--- src/rtl/traffic_phase_scheduler.sv ---
// Two-road junction sequencer: self-timed green/amber/all-red phases driven by
// vehicle and pedestrian demand, with a flashing-amber night mode.
module traffic_phase_scheduler #(
    parameter int TICK_DIV  = 50_000_000,
    parameter int GREEN_MIN = 4,
    parameter int GREEN_MAX = 10,
    parameter int YELLOW_T  = 2,
    parameter int ALLRED_T  = 1,
    parameter int WALK_T    = 3
) (
    input  logic       clk,
    input  logic       rst,
    input  logic       modo,
    input  logic       sens_a,
    input  logic       sens_b,
    input  logic       ped_a_req,
    input  logic       ped_b_req,
    output logic       VmA,
    output logic       AmA,
    output logic       VdA,
    output logic       VmB,
    output logic       AmB,
    output logic       VdB,
    output logic       walk_a,
    output logic       walk_b,
    output logic [2:0] phase
);

    function automatic int imax(input int a, input int b);
        return (a > b) ? a : b;
    endfunction

    localparam int PW   = $clog2(TICK_DIV);
    localparam int TMAX = imax(imax(imax(GREEN_MAX, GREEN_MIN), imax(YELLOW_T, ALLRED_T)), WALK_T);
    localparam int TW   = $clog2(TMAX + 1);

    localparam logic [PW-1:0] PRE_LAST = PW'(TICK_DIV - 1);
    localparam logic [TW-1:0] GMIN_M1  = TW'(GREEN_MIN - 1);
    localparam logic [TW-1:0] GMAX_M1  = TW'(GREEN_MAX - 1);
    localparam logic [TW-1:0] YEL_M1   = TW'(YELLOW_T - 1);
    localparam logic [TW-1:0] AR_M1    = TW'(ALLRED_T - 1);
    localparam logic [TW-1:0] WALK_C   = TW'(WALK_T);

    typedef enum logic [2:0] {
        GA    = 3'd0,
        YA    = 3'd1,
        RR1   = 3'd2,
        GB    = 3'd3,
        YB    = 3'd4,
        RR2   = 3'd5,
        N_ON  = 3'd6,
        N_OFF = 3'd7
    } state_t;

    state_t        state_q, state_d;
    logic [PW-1:0] pre_q, pre_d;
    logic [TW-1:0] tcnt_q, tcnt_d;
    logic          pa_l_q, pa_l_d, pb_l_q, pb_l_d;
    logic          walk_a_en_q, walk_a_en_d, walk_b_en_q, walk_b_en_d;
    logic          from_ya_q, from_ya_d;
    logic          tick, chg, dem_a, dem_b, tcnt_hold;

    assign tick  = (pre_q == PRE_LAST);
    assign dem_b = sens_b | pa_l_q;
    assign dem_a = sens_a | pb_l_q;

    always_comb begin
        state_d = state_q;
        if (tick) begin
            case (state_q)
                GA:    if (modo || (dem_b && (tcnt_q >= GMIN_M1 || tcnt_q == GMAX_M1))) state_d = YA;
                YA:    if (tcnt_q == YEL_M1) state_d = RR1;
                // RR1 leads to GB only when entered from YA; after reset or night mode it opens A
                RR1:   if (modo) state_d = N_ON;
                       else if (tcnt_q == AR_M1) state_d = from_ya_q ? GB : GA;
                GB:    if (modo || (dem_a && (tcnt_q >= GMIN_M1 || tcnt_q == GMAX_M1))) state_d = YB;
                YB:    if (tcnt_q == YEL_M1) state_d = RR2;
                RR2:   if (modo) state_d = N_ON;
                       else if (tcnt_q == AR_M1) state_d = GA;
                N_ON:  state_d = modo ? N_OFF : RR1;
                N_OFF: state_d = modo ? N_ON : RR1;
                default: state_d = RR1;
            endcase
        end
    end

    always_comb begin
        chg       = (state_d != state_q);
        pre_d     = tick ? '0 : pre_q + 1'b1;
        tcnt_hold = ((state_q == GA || state_q == GB) && tcnt_q == GMAX_M1) || (&tcnt_q);
        tcnt_d    = tcnt_q;
        if (chg)
            tcnt_d = '0;
        else if (tick && !tcnt_hold)
            tcnt_d = tcnt_q + 1'b1;
        // a request arriving in the same cycle as the clearing entry survives
        pa_l_d      = ped_a_req | (pa_l_q & ~(chg && state_d == GB));
        pb_l_d      = ped_b_req | (pb_l_q & ~(chg && state_d == GA));
        walk_a_en_d = (chg && state_d == GB) ? pa_l_q : walk_a_en_q;
        walk_b_en_d = (chg && state_d == GA) ? pb_l_q : walk_b_en_q;
        from_ya_d   = (chg && state_d == RR1) ? (state_q == YA) : from_ya_q;
    end

    always_ff @(posedge clk or negedge rst) begin
        if (!rst) begin
            state_q     <= RR1;
            pre_q       <= '0;
            tcnt_q      <= '0;
            pa_l_q      <= 1'b0;
            pb_l_q      <= 1'b0;
            walk_a_en_q <= 1'b0;
            walk_b_en_q <= 1'b0;
            from_ya_q   <= 1'b0;
        end else begin
            state_q     <= state_d;
            pre_q       <= pre_d;
            tcnt_q      <= tcnt_d;
            pa_l_q      <= pa_l_d;
            pb_l_q      <= pb_l_d;
            walk_a_en_q <= walk_a_en_d;
            walk_b_en_q <= walk_b_en_d;
            from_ya_q   <= from_ya_d;
        end
    end

    always_comb begin
        {VmA, AmA, VdA, VmB, AmB, VdB} = 6'b000000;
        case (state_q)
            GA:       {VdA, VmB} = 2'b11;
            YA:       {AmA, VmB} = 2'b11;
            RR1, RR2: {VmA, VmB} = 2'b11;
            GB:       {VmA, VdB} = 2'b11;
            YB:       {VmA, AmB} = 2'b11;
            N_ON:     {AmA, AmB} = 2'b11;
            default:  {VmA, AmA, VdA, VmB, AmB, VdB} = 6'b000000;
        endcase
        walk_a = (state_q == GB) && walk_a_en_q && (tcnt_q < WALK_C);
        walk_b = (state_q == GA) && walk_b_en_q && (tcnt_q < WALK_C);
        phase  = state_q;
    end

endmodule

--- config.mk ---
export PLATFORM = sky130hd
export DESIGN_NAME = traffic_phase_scheduler
export DESIGN_NICKNAME = d
export VERILOG_FILES = /design/src/rtl/traffic_phase_scheduler.sv
export SDC_FILE = /design/constraint.sdc
export NUM_CORES = 1
export LEC_CHECK = 0
export ABC_CLOCK_PERIOD_IN_PS = 4770
export BUFFER_PORTS_ARGS = -buffer_cell sky130_fd_sc_hd__buf_2
export CAP_MARGIN = 40
export CORE_UTILIZATION = 60
export CTS_BUF_LIST = sky130_fd_sc_hd__clkbuf_8 sky130_fd_sc_hd__clkbuf_16
export CTS_CLUSTER_DIAMETER = 200
export CTS_CLUSTER_SIZE = 25
export DETAILED_ROUTE_END_ITERATION = 10
export PLACE_DENSITY = 0.88
export REMOVE_ABC_BUFFERS = 1
export SYNTH_ARGS = -nofsm -noshare
export SYNTH_HDL_FRONTEND = slang
export SYNTH_SLANG_ARGS = --single-unit
--- constraint.sdc ---
create_clock -name clk -period 4.77 [get_ports clk]
set_clock_uncertainty 0.2 [all_clocks]
set_input_delay 1.431 -clock clk [delete_from_list [all_inputs] [get_ports clk]]
set_output_delay 1.431 -clock clk [all_outputs]
set_load 0.005 [all_outputs]
=== Yosys cells after proc, flatten, opt, wreduce, memory -nomap -nowiden ===
Cells that the tools add are included.

* Bits in writable memories: 0
* Memories kept: 0
* Flip-flop bits (word level): 38
* Input bits: 7
* Memory bits (read-only): 0
* Logic and storage cells: 81
* Output and inout port bits: 11
* Bits in latches: 0

* Equality and inequality tests: 13
* Shift-type cells: 0
* Muxes and demuxes: 22
* Divide/modulo/power cells: 0
* Add/subtract/negate cells: 2
* $lt $le $gt $ge: 2
* Reduce and logical (&&, ||, !) cells: 26
* Multipliers: 0
* Bitwise logic cells: 8

{| class="wikitable"
|+ Operators with widths
! operator !! number
|-
| $mux 3 || 11
|-
| $add 26x1->26 const B || 1
|-
| $eq 26x26->1 const B || 1
|-
| $mux 26 || 1
|-
| $pmux 3 s8 || 1
|-
| $eq 3x2->1 const B || 4
|-
| $eq 3x3->1 const B || 4
|-
| $logic_and 1x1->1 || 11
|-
| $mux 4 || 2
|-
| $reduce_or 4->1 || 2
|-
| $logic_not 3->1 || 2
|-
| $mux 1 || 6
|-
| $logic_or 1x1->1 || 5
|-
| $add 4x1->4 const B || 1
|-
| $eq 4x1->1 const B || 1
|-
| $eq 4x4->1 const B || 1
|-
| $ge 4x2->1 const B || 1
|-
| $logic_not 4->1 || 1
|-
| $lt 4x2->1 const B || 1
|-
| $or 1x1->1 || 4
|-
| $reduce_and 4->1 || 1
|-
| $reduce_or 2->1 || 2
|-
| $eq 3x1->1 const B || 1
|-
| $ne 3x3->1 || 1
|-
| other kinds (5) || 7
|}

=== Logic depth before layout (Yosys ltp) ===
Gate-level depths: netlist of run 1.

* Depth after elaboration: 12
* Depth in mapped cells: 9
* Depth with buffers taken out: 9

=== Worst setup path before layout of run 1 ===
No wires, ideal clock.

* Path kind: input to register
* Start: input port sens_a
* End: register from_ya_q
* Stages on the path: 7
* Buffers on the path: 0
* Slack: 1.408 ns
* Required time: 4.443 ns
* Setup time: 0.127 ns
* Arrival: 3.034 ns
* Cell sequence: o32a_1 o32ai_2 a221oi_2 mux2_4 o31a_4 nand4b_1 mux2_1

* Cells in the longest elaborated chain, start to end: 8
* Elaborated cells on any way between the ends: 9
* Those cells by class: eq/ne: 2; mux: 3; bitwise: 1; reduce/logical: 3

{| class="wikitable"
|+ Ends and longest elaborated chain
! element !! RTL line !! text
|-
| start: declaration || 14 || <nowiki>input logic sens_a,</nowiki>
|-
| $or 1x1->1 * || 65 || <nowiki>assign dem_a = sens_a | pb_l_q;</nowiki>
|-
| $logic_and 1x1->1 * || 76 || <nowiki>GB: if (modo || (dem_a && (tcnt_q >= GMIN_M1 || tcnt_q == GMAX_M1))) state_d = YB;</nowiki>
|-
| $logic_or 1x1->1 * || 76 ||
|-
| $mux 3 * || 76 ||
|-
| $pmux 3 s8 * || 70 || <nowiki>case (state_q)</nowiki>
|-
| $mux 3 * || 69 || <nowiki>if (tick) begin</nowiki>
|-
| $ne 3x3->1 / $eq 3x2->1 (equally long branches) || 88, 101 ||
|-
| $logic_and 1x1->1 * || 101 || <nowiki>from_ya_d = (chg && state_d == RR1) ? (state_q == YA) : from_ya_q;</nowiki>
|-
| end signal: assignment || 122 || <nowiki>from_ya_q <= from_ya_d;</nowiki>
|-
| end: declaration || 60 || <nowiki>logic from_ya_q, from_ya_d;</nowiki>
|}

Mark *: on every way between the ends. The rest lies on a longest branch, timed or not.
A chain may end at the register's enable or synchronous reset.

=== Worst setup path after layout of run 1 ===
* Start: register tcnt_q[0]
* End: output port walk_b

* Cells in the longest elaborated chain, start to end: 2

{| class="wikitable"
|+ Ends and longest elaborated chain
! element !! RTL line !! text
|-
| start: declaration || 57 || <nowiki>logic [TW-1:0] tcnt_q, tcnt_d;</nowiki>
|-
| start signal: assignment || 117 || <nowiki>tcnt_q <= tcnt_d;</nowiki>
|-
| $lt 4x2->1 || 138 || <nowiki>walk_b = (state_q == GA) && walk_b_en_q && (tcnt_q < WALK_C);</nowiki>
|-
| $logic_and 1x1->1 || 138 ||
|-
| end: declaration || 25 || <nowiki>output logic walk_b,</nowiki>
|}

Every way passes these cells.

==> flow_summary.yaml, run 1 <==
run_status:
  status: "completed"
timing:
  drv_slew: 0
  max_freq_mhz: 297
  worst_pin_slew_ns: 0.815
  finalCriticalPeriod_ns: 3.36
  tns_ns: 0
  setup_violations: 0
  rsz0062_at_grt: "no"
  post-route-period-util: 0.705
  slew_headroom: 0.457
  final-hold-violation-count: 0
logic_synthesis:
  ys_top_cells_by_area: "dfrtp_1 (42%), xor2_1 (8.0%), nor2_1 (6.0%), nand2_1 (2.9%), xnor2_1 (2.4%)"
  synth_cells: 218
  synth-simple-area-share: 0.248
  synth_compound_area_frac: 0.109
  ys.flop_type: "dfrtp_1"
  synth_top_family_by_area: "simple AND/OR/NAND/NOR gates"
  ys_seq_area_frac: 0.436
  synth-seq-cells: 38
  synth_xor_area_frac: 0.104
  synth_top_area_cell: "dfrtp_1"
  synthAdderAreaFrac: 0.0229
  synth_top_area_share: 0.424
  synthTopCellsByCount: "dfrtp_1 (37), nor2_1 (35), xor2_1 (20), nand2_1 (17), inv_1 (8)"
  syn_area_um2: 2180
  avgSynthCellArea_um2: 10.0
  synth_mux_area_frac: 0.0401
  synthArstFlopShare: 1.00
  synth_cell_types: 57
  yosysMostFrequentCell: "dfrtp_1"
  yosysWarningCount: 0
  synth_edf_count: 0
floorplan:
  initial_core_util: 0.640
  dieArea_um2: 3890
  io-pin-count: 18
  rows: 21
  die_w_um: 62.3
  core_um2: 3420
  die_h_um: 62.3
power:
  comb_power_share: 0.018
  p_leak_nw: 1.12
  peakVddDrop_uv: 192
  p_per_area_nw_per_um2: 225
  p_sw_mw: 0.110
  internal_power_mw: 0.421
  p_sw_frac: 0.207
  clockPowerShare: 0.375
  seqPwrFrac: 0.607
setup_path:
  crit_required_ns: 3.14
  worstSetupEndpointType: "output port"
  crit_fanout: 5
  criticalPathCategory: "flip-flop to output port"
  startpoint_type: "flip-flop"
  reg2reg_depth: 9
  cp.arrival_ns: 1.73
layout:
  drive_above_1_share: 0.183
  layoutNonFillerInstCount: 281
  final_net_count: 245
  fin_util: 0.690
  syn_to_final_growth_pct: 7.96
  n_antenna_cell: 0
  fillers: 247
global_route:
  grt_pass1_wl_um: 7330
  track_usage: 0.242
  grt_pass1_vias: 1641
  overflow: 0
  grt_max_degree: 39
  antenna_found_initial: 0
placed_design:
  post-place-cells: 273
  dp_hpwl_um: 2910
  gp_congestion: 0.885
  io_buffer_count: 17
clock_tree:
  cts_setup_buffers: 0
  root_buffer: "clkbuf_8"
  cts.clk_slew.worst_paths_ns: 0.06
  cts_buffer_depth: 2
  cts_tree: "yes"
  cts_hold_buf: 0
  clock_sinks: 38
  cts-buffers-inserted: 5
  insertion_delay_ns: 0.29
  cts_max_level: 2
  post_cts_resized: 0
detailed_routing:
  post_drt_wl_per_cell_um: 14.5
  vias: 1659
  viasPerCell: 5.90
  drt_first_pass_iters: 4
  drtIter0Drc: 127
  antenna_left: 0
  routed_wl_um: 4080
  route.detailed.drc: 0
hold_path:
  hold_depth: 1
  hold_class: "flip-flop to flip-flop"
run:
  max_cap_viol_count: 0
==> critical path: stages (launching register included) <==
cell and delay, ns:
dfrtp_1 0.43, ha_1 0.27, nor3_1 0.41, and3_1 0.22, buf_2 0.10
==> kinds of logic after synthesis <==
group | Yosys count
AOI/OAI and AO/OA | 28
and+or+nand+nor | 98
muxes | 7
DFF | 38
buffers and inverters | 17
adders and majority gates | 4
xor gates and xnor gates | 26
==> state kept, by name (all words and copies together) (netlist names) <==
name,count
tcnt_q,4
pre_q,26
phase,3
walk_a_en_q,1
walk_b_en_q,1
pb_l_q,1
pa_l_q,1
from_ya_q,1
==> layout by cell type (no fill, tap or decap), types with 2 or more instances in the layout <==
master and instances:
a21o_1 3, a21oi_1 6, and3_1 6, buf_2 17, clkbuf_8 5, dfrtp_1 37
ha_1 4, inv_1 11, mux2_4 3, mux2i_1 2, nand2_1 17, nand2b_1 2
nand3_1 5, nand4_1 5, nor2_1 35, nor3_1 4, nor3b_1 3, nor4b_1 2
o21ai_0 2, o22ai_1 2, or3_1 5, xnor2_1 6, xor2_1 20
==> through the flow <==
stage	total power [mW]	setup slack [ns]	cell area, um^2	hold slack [ns]
2_1_floorplan	0.329	1.39	2130	0.248
3_3_place_gp	0.338	1.25	2280	0.268
3_5_place_dp	0.338	1.16	2280	0.286
4_1_cts	0.538	1.42	2360	0.298
5_1_grt	0.551	1.34	2360	0.316
6_report	0.531	1.41	2360	0.294
==> per-layer routing <==
metal	global-route usage	wire length (um)	part of all wire
met1	0.318	1840	0.45
met2	0.378	1940	0.48
met3	0.0607	233	0.057
met4	0.110	59	0.014
met5	0	0	0
==> power groups by stage <==
stage | Combinational [mW] | Sequential, mW | Clock (mW)
2_1_floorplan | 0.000580 | 0.328 | 0
3_3_place_gp | 0.00993 | 0.328 | 0
3_5_place_dp | 0.0100 | 0.328 | 0
4_1_cts | 0.0101 | 0.322 | 0.206
5_1_grt | 0.0114 | 0.322 | 0.218
6_report | 0.00959 | 0.322 | 0.199
==> area by class of cell <==
cell class	count	area, um^2	area share
Tap cell	46	57.6	0.0244
Sequential cell	38	952	0.404
Inverter	8	30.0	0.0127
Clock buffer	5	68.8	0.0292
Timing Repair Buffer	18	92.6	0.0393
Clock inverter	3	11.3	0.00477
Multi-Input combinational cell	163	1150	0.486
==> worst paths after layout <==
path / startpoint / to / slack, ns
worst max-delay path: tcnt_q[0]$_DFFE_PN0P_ / walk_b / 1.41
worst min-delay path: pre_q[0]$_DFF_PN0_ / pre_q[0]$_DFF_PN0_ / 0.29
worst max register to register: tcnt_q[1]$_DFFE_PN0P_ / walk_b_en_q$_DFFE_PN0P_ / 1.87
max in group asynchronous: rst / pre_q[21]$_DFF_PN0_ / 2.82
worst min register to register: pre_q[0]$_DFF_PN0_ / pre_q[0]$_DFF_PN0_ / 0.29
min in group asynchronous: rst / pre_q[20]$_DFF_PN0_ / 1.03
No activity file was read; power rests on OpenSTA's default activity.
==> run 2: changes to the inputs <==
Settings changed: ABC_CLOCK_PERIOD_IN_PS 4770 to 3060, CORE_UTILIZATION 60 to 53, PLACE_DENSITY 0.88 to 0.83.
Clock period 4.77 ns to 3.06 ns, I/O delays scaled along.
==> flow_summary.yaml, run 2 (synthesis results as in run 1) <==
setup_path:
  startpoint_type: "flip-flop"
  worstSetupEndpointType: "flip-flop"
  ff2ff_setup_slack_ns: 0.15
  cp.arrival_ns: 2.88
  criticalPathCategory: "flip-flop to flip-flop"
  worstReg2RegEnd: "walk_a_en_q$_DFFE_PN0P_"
  reg2reg_from: "tcnt_q[1]$_DFFE_PN0P_"
  crit_required_ns: 3.04
  reg2reg_depth: 9
  crit_fanout: 7
power:
  p_leak_nw: 1.16
  peakVddDrop_uv: 427
  comb_power_share: 0.015
  seqPwrFrac: 0.484
  p_per_area_nw_per_um2: 423
  p_sw_frac: 0.178
  p_sw_mw: 0.185
  clockPowerShare: 0.501
  internal_power_mw: 0.853
placed_design:
  gp_congestion: 0.871
  io_buffer_count: 17
  dpl_worst_slack_ns: 0.0146
  dp_hpwl_um: 2960
layout:
  largest_reg_flops: 26
  syn_to_final_growth_pct: 12.3
  final_net_count: 249
  drive_above_1_share: 0.209
  largest_register: "pre_q"
  n_antenna_cell: 0
  fin_util: 0.646
  final_common_cell: "dfrtp_1"
  final_cell_mix: "dfrtp_1 (37), nor2_1 (35), xor2_1 (20)"
floorplan:
  dieArea_um2: 4380
  core_um2: 3800
  die_h_um: 66.2
  rows: 22
  initial_core_util: 0.575
  io-pin-count: 18
  die_w_um: 66.2
detailed_routing:
  drtIter0Drc: 178
  vias: 1595
  routed_wl_um: 3970
  antenna_left: 0
  viasPerCell: 5.56
  drt_first_pass_iters: 4
  post_drt_wl_per_cell_um: 13.8
  route.detailed.drc: 0
run_status:
  status: "completed"
timing:
  rsz0062_at_grt: "no"
  tns_ns: 0
  drv_slew: 0
  max_freq_mhz: 344
  setup_violations: 0
  post-route-period-util: 0.950
  finalCriticalPeriod_ns: 2.91
  slew_headroom: 0.452
  finalWorstSetupSlack_ns: 0.153
  final-hold-violation-count: 0
  worst_pin_slew_ns: 0.823
hold_path:
  hold_class: "flip-flop to flip-flop"
  min_to: "pre_q[0]$_DFF_PN0_"
  worstHoldStart: "pre_q[0]$_DFF_PN0_"
  hold_depth: 1
global_route:
  grt_max_degree: 39
  track_usage: 0.207
  grt_pass1_vias: 1488
  grt_pass1_wl_um: 6810
  antenna_found_initial: 0
  overflow: 0
clock_tree:
  cts_max_level: 2
  clock_sinks: 38
  cts_buffer_depth: 2
  post_cts_resized: 0
  cts_setup_buffers: 0
  cts_tree: "yes"
  root_buffer: "clkbuf_8"
  cts.clk_slew.worst_paths_ns: 0.07
  cts_hold_buf: 0
  cts-buffers-inserted: 5
  insertion_delay_ns: 0.29
run:
  max_cap_viol_count: 0
==> run 2: cell count changes in the layout (fill, tap and decap cells not counted), sizes merged <==
| cell | previous run | this run |
|---|---|---|
| clkbuf | 5 | 6 |
| buf | 18 | 22 |
| inv | 11 | 8 |
| bufinv | 0 | 2 |
==> run 2: worst max-delay path, stage by stage (launching register included) <==
cell,delay [ns]
dfrtp_1,0.41
inv_1,0.08
ha_1,0.17
nor3b_1,0.22
mux2_2,0.37
a221oi_2,0.25
mux2_4,0.33
o31a_4,0.33
nand4_2,0.13
mux2_4,0.31
==> run 2: layer usage <==
metal,track usage,vias up,share of wire
li1,-,796,-
met1,0.282,745,0.48
met2,0.324,52,0.45
met3,0.0534,2,0.055
met4,0.0532,0,0.0068
met5,0,-,0
==> run 2: worst max path at each step <==
stage / start / endpoint / slack, ns / cells past startpoint
6_report: tcnt_q[1]$_DFFE_PN0P_ / walk_a_en_q$_DFFE_PN0P_ / 0.15 / 9
5_1_grt: pre_q[0]$_DFF_PN0_ / from_ya_q$_DFFE_PN0P_ / 0.04 / 8
4_1_cts: tcnt_q[1]$_DFFE_PN0P_ / walk_a_en_q$_DFFE_PN0P_ / 0.16 / 9
3_5_place_dp: modo / from_ya_q$_DFFE_PN0P_ / 0.01 / 8
3_3_place_gp: modo / from_ya_q$_DFFE_PN0P_ / 0.05 / 8
2_1_floorplan: sens_a / from_ya_q$_DFFE_PN0P_ / 0.20 / 7
==> run 2: power groups by stage <==
stage | Clock, mW | Combinational (mW) | Sequential, mW
2_1_floorplan | 0 | 0.000904 | 0.512
3_3_place_gp | 0 | 0.0157 | 0.512
3_5_place_dp | 0 | 0.0158 | 0.512
4_1_cts | 0.531 | 0.0159 | 0.502
5_1_grt | 0.553 | 0.0177 | 0.502
6_report | 0.520 | 0.0152 | 0.502
==> run 2: area by class of cell <==
| class | instances | area (um^2) |
|---|---|---|
| Clock inverter | 2 | 60.1 |
| Clock buffer | 6 | 82.6 |
| Tap cell | 48 | 60.1 |
| Timing Repair Buffer | 22 | 123 |
| Sequential cell | 38 | 952 |
| Inverter | 8 | 30.0 |
| Fill cell | 299 | 1350 |
| Multi-Input combinational cell | 163 | 1150 |
==> run 2: stage by stage <==
stage                     area [um^2]  cells  hold WS (ns)  power, mW
after global placement           2310    279         0.268      0.527
final                            2450    287         0.285       1.04
after global routing             2450    287         0.313       1.07
after CTS                        2450    287         0.288       1.05
after detailed placement         2310    279         0.277      0.528
after floorplan                  2130    209         0.248      0.513
